--- config.mk ---
export PLATFORM = sky130hd
export DESIGN_NAME = gpio_bus_master
export DESIGN_NICKNAME = d
export VERILOG_FILES = /design/src/rtl/gpio_master_pkg.sv /design/src/rtl/gpio_rmw_alu.sv /design/src/rtl/gpio_bus_master.sv
export SDC_FILE = /design/constraint.sdc
export NUM_CORES = 1
export LEC_CHECK = 0
export BUFFER_PORTS_ARGS = -buffer_cell sky130_fd_sc_hd__buf_2
export CORE_MARGIN = 2
export CORE_UTILIZATION = 58
export CTS_BUF_LIST = sky130_fd_sc_hd__clkbuf_8
export DETAILED_ROUTE_END_ITERATION = 16
export GPL_ROUTABILITY_DRIVEN = 0
export GPL_TIMING_DRIVEN = 0
export PLACE_DENSITY_LB_ADDON = 0.15
export SLEW_MARGIN = 20
export SYNTH_ARGS = -nofsm -noshare
export SYNTH_HDL_FRONTEND = slang
export SYNTH_HIERARCHICAL = 1
export SYNTH_SLANG_ARGS = --single-unit
export TNS_END_PERCENT = 1
--- constraint.sdc ---
create_clock -name clk_i -period 3.95 [get_ports clk_i]
set_input_delay 0.395 -clock clk_i [delete_from_list [all_inputs] [get_ports clk_i]]
set_output_delay 0.395 -clock clk_i [all_outputs]
set_load 0.02 [all_outputs]
--- src/rtl/gpio_master_pkg.sv ---
// Shared op-codes, FSM state encoding and helpers for the GPIO bus master.
package gpio_master_pkg;

    localparam int ADDR_W_DEF = 64;
    localparam int DATA_W_DEF = 32;

    localparam logic [2:0] OP_READ  = 3'd0;
    localparam logic [2:0] OP_WRITE = 3'd1;
    localparam logic [2:0] OP_SET   = 3'd2;
    localparam logic [2:0] OP_CLR   = 3'd3;
    localparam logic [2:0] OP_TGL   = 3'd4;

    typedef enum logic [1:0] {
        ST_IDLE = 2'd0,
        ST_RD   = 2'd1,
        ST_WR   = 2'd2,
        ST_RSP  = 2'd3
    } state_e;

    function automatic logic is_rmw(input logic [2:0] op);
        return (op == OP_SET) || (op == OP_CLR) || (op == OP_TGL);
    endfunction

    function automatic logic is_legal_op(input logic [2:0] op);
        return op <= OP_TGL;
    endfunction

endpackage

--- src/rtl/gpio_rmw_alu.sv ---
// Combinational write-data generator: plain write data or old value combined with a bit mask.
module gpio_rmw_alu
    import gpio_master_pkg::*;
#(
    parameter int DATA_W = DATA_W_DEF
) (
    input  logic [2:0]        op_i,
    input  logic [DATA_W-1:0] old_i,
    input  logic [DATA_W-1:0] data_i,
    output logic [DATA_W-1:0] wdata_o
);

    always_comb begin
        wdata_o = data_i;
        case (op_i)
            OP_SET:  wdata_o = old_i | data_i;
            OP_CLR:  wdata_o = old_i & ~data_i;
            OP_TGL:  wdata_o = old_i ^ data_i;
            default: wdata_o = data_i;
        endcase
    end

endmodule

--- src/rtl/gpio_bus_master.sv ---
// Single-outstanding command initiator for the GPIO register bank, with atomic SET/CLR/TGL.
module gpio_bus_master
    import gpio_master_pkg::*;
#(
    parameter int ADDR_W = ADDR_W_DEF,
    parameter int DATA_W = DATA_W_DEF
) (
    input  logic              clk_i,
    input  logic              rst_ni,
    input  logic              cmd_valid_i,
    output logic              cmd_ready_o,
    input  logic [2:0]        cmd_op_i,
    input  logic [ADDR_W-1:0] cmd_addr_i,
    input  logic [DATA_W-1:0] cmd_data_i,
    output logic              rsp_valid_o,
    input  logic              rsp_ready_i,
    output logic [DATA_W-1:0] rsp_data_o,
    output logic              rsp_err_o,
    output logic [ADDR_W-1:0] bus_addr_o,
    output logic [DATA_W-1:0] bus_wdata_o,
    output logic              bus_wr_enable_o,
    output logic              bus_rd_enable_o,
    input  logic [DATA_W-1:0] bus_rdata_i
);

    state_e            state_q, state_d;
    logic [2:0]        op_q;
    logic [ADDR_W-1:0] addr_q;
    logic [DATA_W-1:0] data_q;
    logic [DATA_W-1:0] old_q;
    logic [DATA_W-1:0] rsp_data_q;
    logic              rsp_err_q;
    logic [DATA_W-1:0] alu_wdata;
    logic              cmd_bad;

    assign cmd_bad = !is_legal_op(cmd_op_i) || (cmd_addr_i[1:0] != 2'b00);

    gpio_rmw_alu #(.DATA_W(DATA_W)) u_alu (
        .op_i    (op_q),
        .old_i   (old_q),
        .data_i  (data_q),
        .wdata_o (alu_wdata)
    );

    always_ff @(posedge clk_i) begin
        if (!rst_ni) begin
            state_q <= ST_IDLE;
        end else begin
            state_q <= state_d;
        end
    end

    always_comb begin
        state_d = state_q;
        case (state_q)
            ST_IDLE: begin
                if (cmd_valid_i) begin
                    if (cmd_bad)                    state_d = ST_RSP;
                    else if (cmd_op_i == OP_WRITE)  state_d = ST_WR;
                    else                            state_d = ST_RD;
                end
            end
            ST_RD:   state_d = is_rmw(op_q) ? ST_WR : ST_RSP;
            ST_WR:   state_d = ST_RSP;
            ST_RSP:  if (rsp_ready_i) state_d = ST_IDLE;
            default: state_d = ST_IDLE;
        endcase
    end

    // RD loads the read value into both old_q and the response, so RMW ops answer with the pre-modify value.
    always_ff @(posedge clk_i) begin
        if (!rst_ni) begin
            op_q       <= OP_READ;
            addr_q     <= '0;
            data_q     <= '0;
            old_q      <= '0;
            rsp_data_q <= '0;
            rsp_err_q  <= 1'b0;
        end else begin
            case (state_q)
                ST_IDLE: begin
                    if (cmd_valid_i) begin
                        op_q      <= cmd_op_i;
                        addr_q    <= cmd_addr_i;
                        data_q    <= cmd_data_i;
                        rsp_err_q <= cmd_bad;
                        if (cmd_bad) rsp_data_q <= '0;
                    end
                end
                ST_RD: begin
                    old_q      <= bus_rdata_i;
                    rsp_data_q <= bus_rdata_i;
                end
                ST_WR: begin
                    if (op_q == OP_WRITE) rsp_data_q <= data_q;
                end
                default: ;
            endcase
        end
    end

    always_comb begin
        cmd_ready_o     = 1'b0;
        rsp_valid_o     = 1'b0;
        bus_addr_o      = '0;
        bus_wdata_o     = '0;
        bus_wr_enable_o = 1'b0;
        bus_rd_enable_o = 1'b0;
        case (state_q)
            ST_IDLE: cmd_ready_o = 1'b1;
            ST_RD: begin
                bus_rd_enable_o = 1'b1;
                bus_addr_o      = addr_q;
            end
            ST_WR: begin
                bus_wr_enable_o = 1'b1;
                bus_addr_o      = addr_q;
                bus_wdata_o     = alu_wdata;
            end
            ST_RSP:  rsp_valid_o = 1'b1;
            default: ;
        endcase
    end

    assign rsp_data_o = rsp_data_q;
    assign rsp_err_o  = rsp_err_q;

endmodule

==> flow_summary_export.csv <==
group,metric,value,unit
outcome,outcome,"finished, final reports clean",
grt,grt.total_usage,30.35,%
timing,slew_headroom,52.28,%
detailed_routing,detail-route-antenna-nets,0,
grt,grt_pass1_vias,8577,
layout,num-nets-final,1627,
logic_synthesis,postSynthNetCount,1341,
logic_synthesis,ys_top_cells_by_area,"dfxtp_1 (35%), nand2_1 (9.2%), ha_1 (9.1%), a21boi_0 (7.7%), and2_1 (6.4%)",
detailed_routing,first_pass_iters,5,
clocking,clkTransAtPathRegs,0.10,ns
pwr,power_density,577.2,nW/um^2
pwr,leakagePower,5.063,nW
logic_synthesis,ys_ff_latch,166,
detailed_routing,vias,8783,
timing,finalCriticalPeriod,2.968,ns
timing,tightestPinTransition,0.7158,ns
clocking,cts_tree,"done",
flow_run,max-cap-violations,0,
critical_path,end_kind,"output port",
min_path,hold_class,"in2reg",
pwr,pwr-share-clk,17.8,%
clocking,cts-buffers-inserted,17,
clocking,cts_max_level,4,
grt,grt_max_degree,17,
die,die_y,132.8,um
critical_path,path_class,"reg2out",
detailed_routing,vias_per_cell,5.304,
timing,setup_viol,0,
die,core,16410,um^2
detailed_routing,wl,27280,um
min_path,holdPathStages,3,
logic_synthesis,yosys.cell_count.top_type,"nand2_1",
critical_path,rr_worst_depth,6,
logic_synthesis,ys_seq_area_share,34.54,%
die,pin_count,268,
pwr,swShare,43.65,%
clocking,hold_buffers,0,
placement,placed_area,11230,um^2
clocking,cts_resized,0,
detailed_routing,route.detailed.wl_per_inst,16.47,um
logic_synthesis,yosysTopAreaCellShare,34.54,%
timing,tns,0,ns
clocking,cts_buffer_depth,2,
clocking,clkLatencyLatePin,0.48,ns
critical_path,cp_max_fo,10,
timing,fin_crit_sh,75.13,%
timing,max_freq,337.0,MHz
timing,skew,0.01481,ns
clocking,cts_setup_buffers,0,
pwr,ir_drop,329.6,uV
logic_synthesis,ys_types,34,
grt,grt_pass1_wl,42410,um
clocking,cts_root_buffer,"clkbuf_8",
layout,fillers,1429,
grt,globalRoute.totalOverflow,0,
logic_synthesis,synth-edff-count,0,
die,chipWidth,132.8,um
logic_synthesis,async_reset_ff_share,0,%
placement,portBuffers,267,
logic_synthesis,synth_cells,1136,
layout,final_area,11610,um^2
grt,antenna_found_initial,3,
logic_synthesis,synth_area,9622,um^2
timing,maxSlewViolCount,0,
pwr,internal_power,3.776,mW
die,floorplan.rows,47,
detailed_routing,drtIter0Drc,434,
placement,hpwl,20330,um
logic_synthesis,synth_common_cells,"nand2_1 (237), dfxtp_1 (166), a21boi_0 (99)",
logic_synthesis,synth-warning-count,6,
die,initial_core_util,58.64,%
pwr,pwr-share-comb,49.5,%
die,dieArea,17640,um^2
logic_synthesis,synth_ff_type,"dfxtp_1",
clocking,clock-sinks,166,
timing,final_hold_viol_count,0,
critical_path,required,3.56,ns
layout,layout-drive-gt1-share,26.90,%
logic_synthesis,synth_area_per_cell,8.470,um^2
timing,grt_setup_unrepaired,"false",
pwr,p_sw,2.925,mW
detailed_routing,drcViolationCount,0,
critical_path,arrival,2.57,ns
logic_synthesis,yosysTopAreaCell,"dfxtp_1",
critical_path,start_kind,"flop",
layout,fin_util,70.75,%
layout,area_growth,20.65,%
pwr,seq_power_share,32.6,%
[state kept, by name, indices dropped and copies added, names as in the netlist]
| name | flops |
|---|---|
| addr_q | 64 |
| data_q | 32 |
| old_q | 32 |
| rsp_data_o | 32 |
| op_q | 3 |
| state_q | 2 |
| rsp_err_o | 1 |
[worst paths after layout]
check                           slack [ns]                       to                     from
worst max register to register        1.78     op_q[0]$_SDFFE_PN0P_  state_q[0]$_SDFFE_PN0P_
worst min register to register        0.46  addr_q[40]$_SDFFE_PN0P_  addr_q[40]$_SDFFE_PN0P_
worst min-delay path                  0.16  data_q[18]$_SDFFE_PN0P_           cmd_data_i[18]
worst max-delay path                  0.98           bus_wdata_o[5]  state_q[0]$_SDFFE_PN0P_
[kinds of logic after synthesis]
family,synth area share (%)
and+or+nand+nor,23.91
AOI/OAI and AO/OA,20.88
DFF,34.54
adders and majority gates,9.103
muxes,3.641
buffers and inverters,7.919
[cell usage in the layout, fill, tap and decap left out, types with 2 or more instances in the layout]
cell type	n
nor2b_1	91
buf_2	297
buf_4	4
o221a_2	9
inv_6	4
o22ai_1	3
buf_6	8
a31oi_1	2
nor2_1	3
clkbuf_1	46
clkinvlp_4	5
ha_1	70
o22ai_2	30
buf_12	3
a22o_1	32
o21ai_0	30
clkbuf_8	18
inv_1	70
a21boi_0	99
dfxtp_1	166
nand2_1	237
clkinv_2	2
o211ai_1	3
nand3_1	34
and2_1	98
mux2i_1	35
o221a_1	23
[stage by stage]
step / setup slack, ns / cells / power, mW / hold slack [ns]
6_report: 0.9822 / 1656 / 6.700 / 0.1558
5_1_grt: 0.8766 / 1656 / 7.125 / 0.1396
4_1_cts: 0.9973 / 1655 / 6.708 / 0.1491
3_5_place_dp: 1.503 / 1623 / 5.522 / 0.4518
3_3_place_gp: 1.544 / 1623 / 5.437 / 0.4452
2_1_floorplan: 1.971 / 1136 / 4.511 / 0.4388
[power groups by stage]
stage,logic (mW),clock network [mW],registers (mW)
2_1_floorplan,2.29,0,2.22
3_3_place_gp,3.23,0,2.21
3_5_place_dp,3.30,0,2.22
4_1_cts,3.31,1.21,2.18
5_1_grt,3.63,1.27,2.22
6_report,3.32,1.20,2.19
[layer usage]
metal / vias up / track usage (%) / share of wire, %
met2: 316 / 53.02 / 49
met4: 4 / 11.59 / 2.7
met3: 59 / 8.736 / 7.4
li1: 4334 / - / -
met5: - / 0 / 0.077
met1: 4070 / 35.15 / 40
[critical path, stage by stage (launching register included)]
cell and delay, ns:
dfxtp_1 0.36, inv_1 0.13, ha_1 0.29, buf_4 0.24, buf_2 0.27, clkbuf_1 0.39, and2_1 0.24, buf_2 0.17
[final cells by class]
type	count	area, um^2	share of cell area, %
antenna	1	2.502	0.02156
buffer	91	503.0	4.333
multi-input combinational	810	5537	47.69
timing repair buffer	267	1336	11.51
inverter	69	259.0	2.231
sequential	166	3323	28.63
clock buffer	18	247.7	2.134
tap	220	275.3	2.371
clock inverter	14	125.1	1.078
Note: power is estimated with default switching activity, not from simulation.
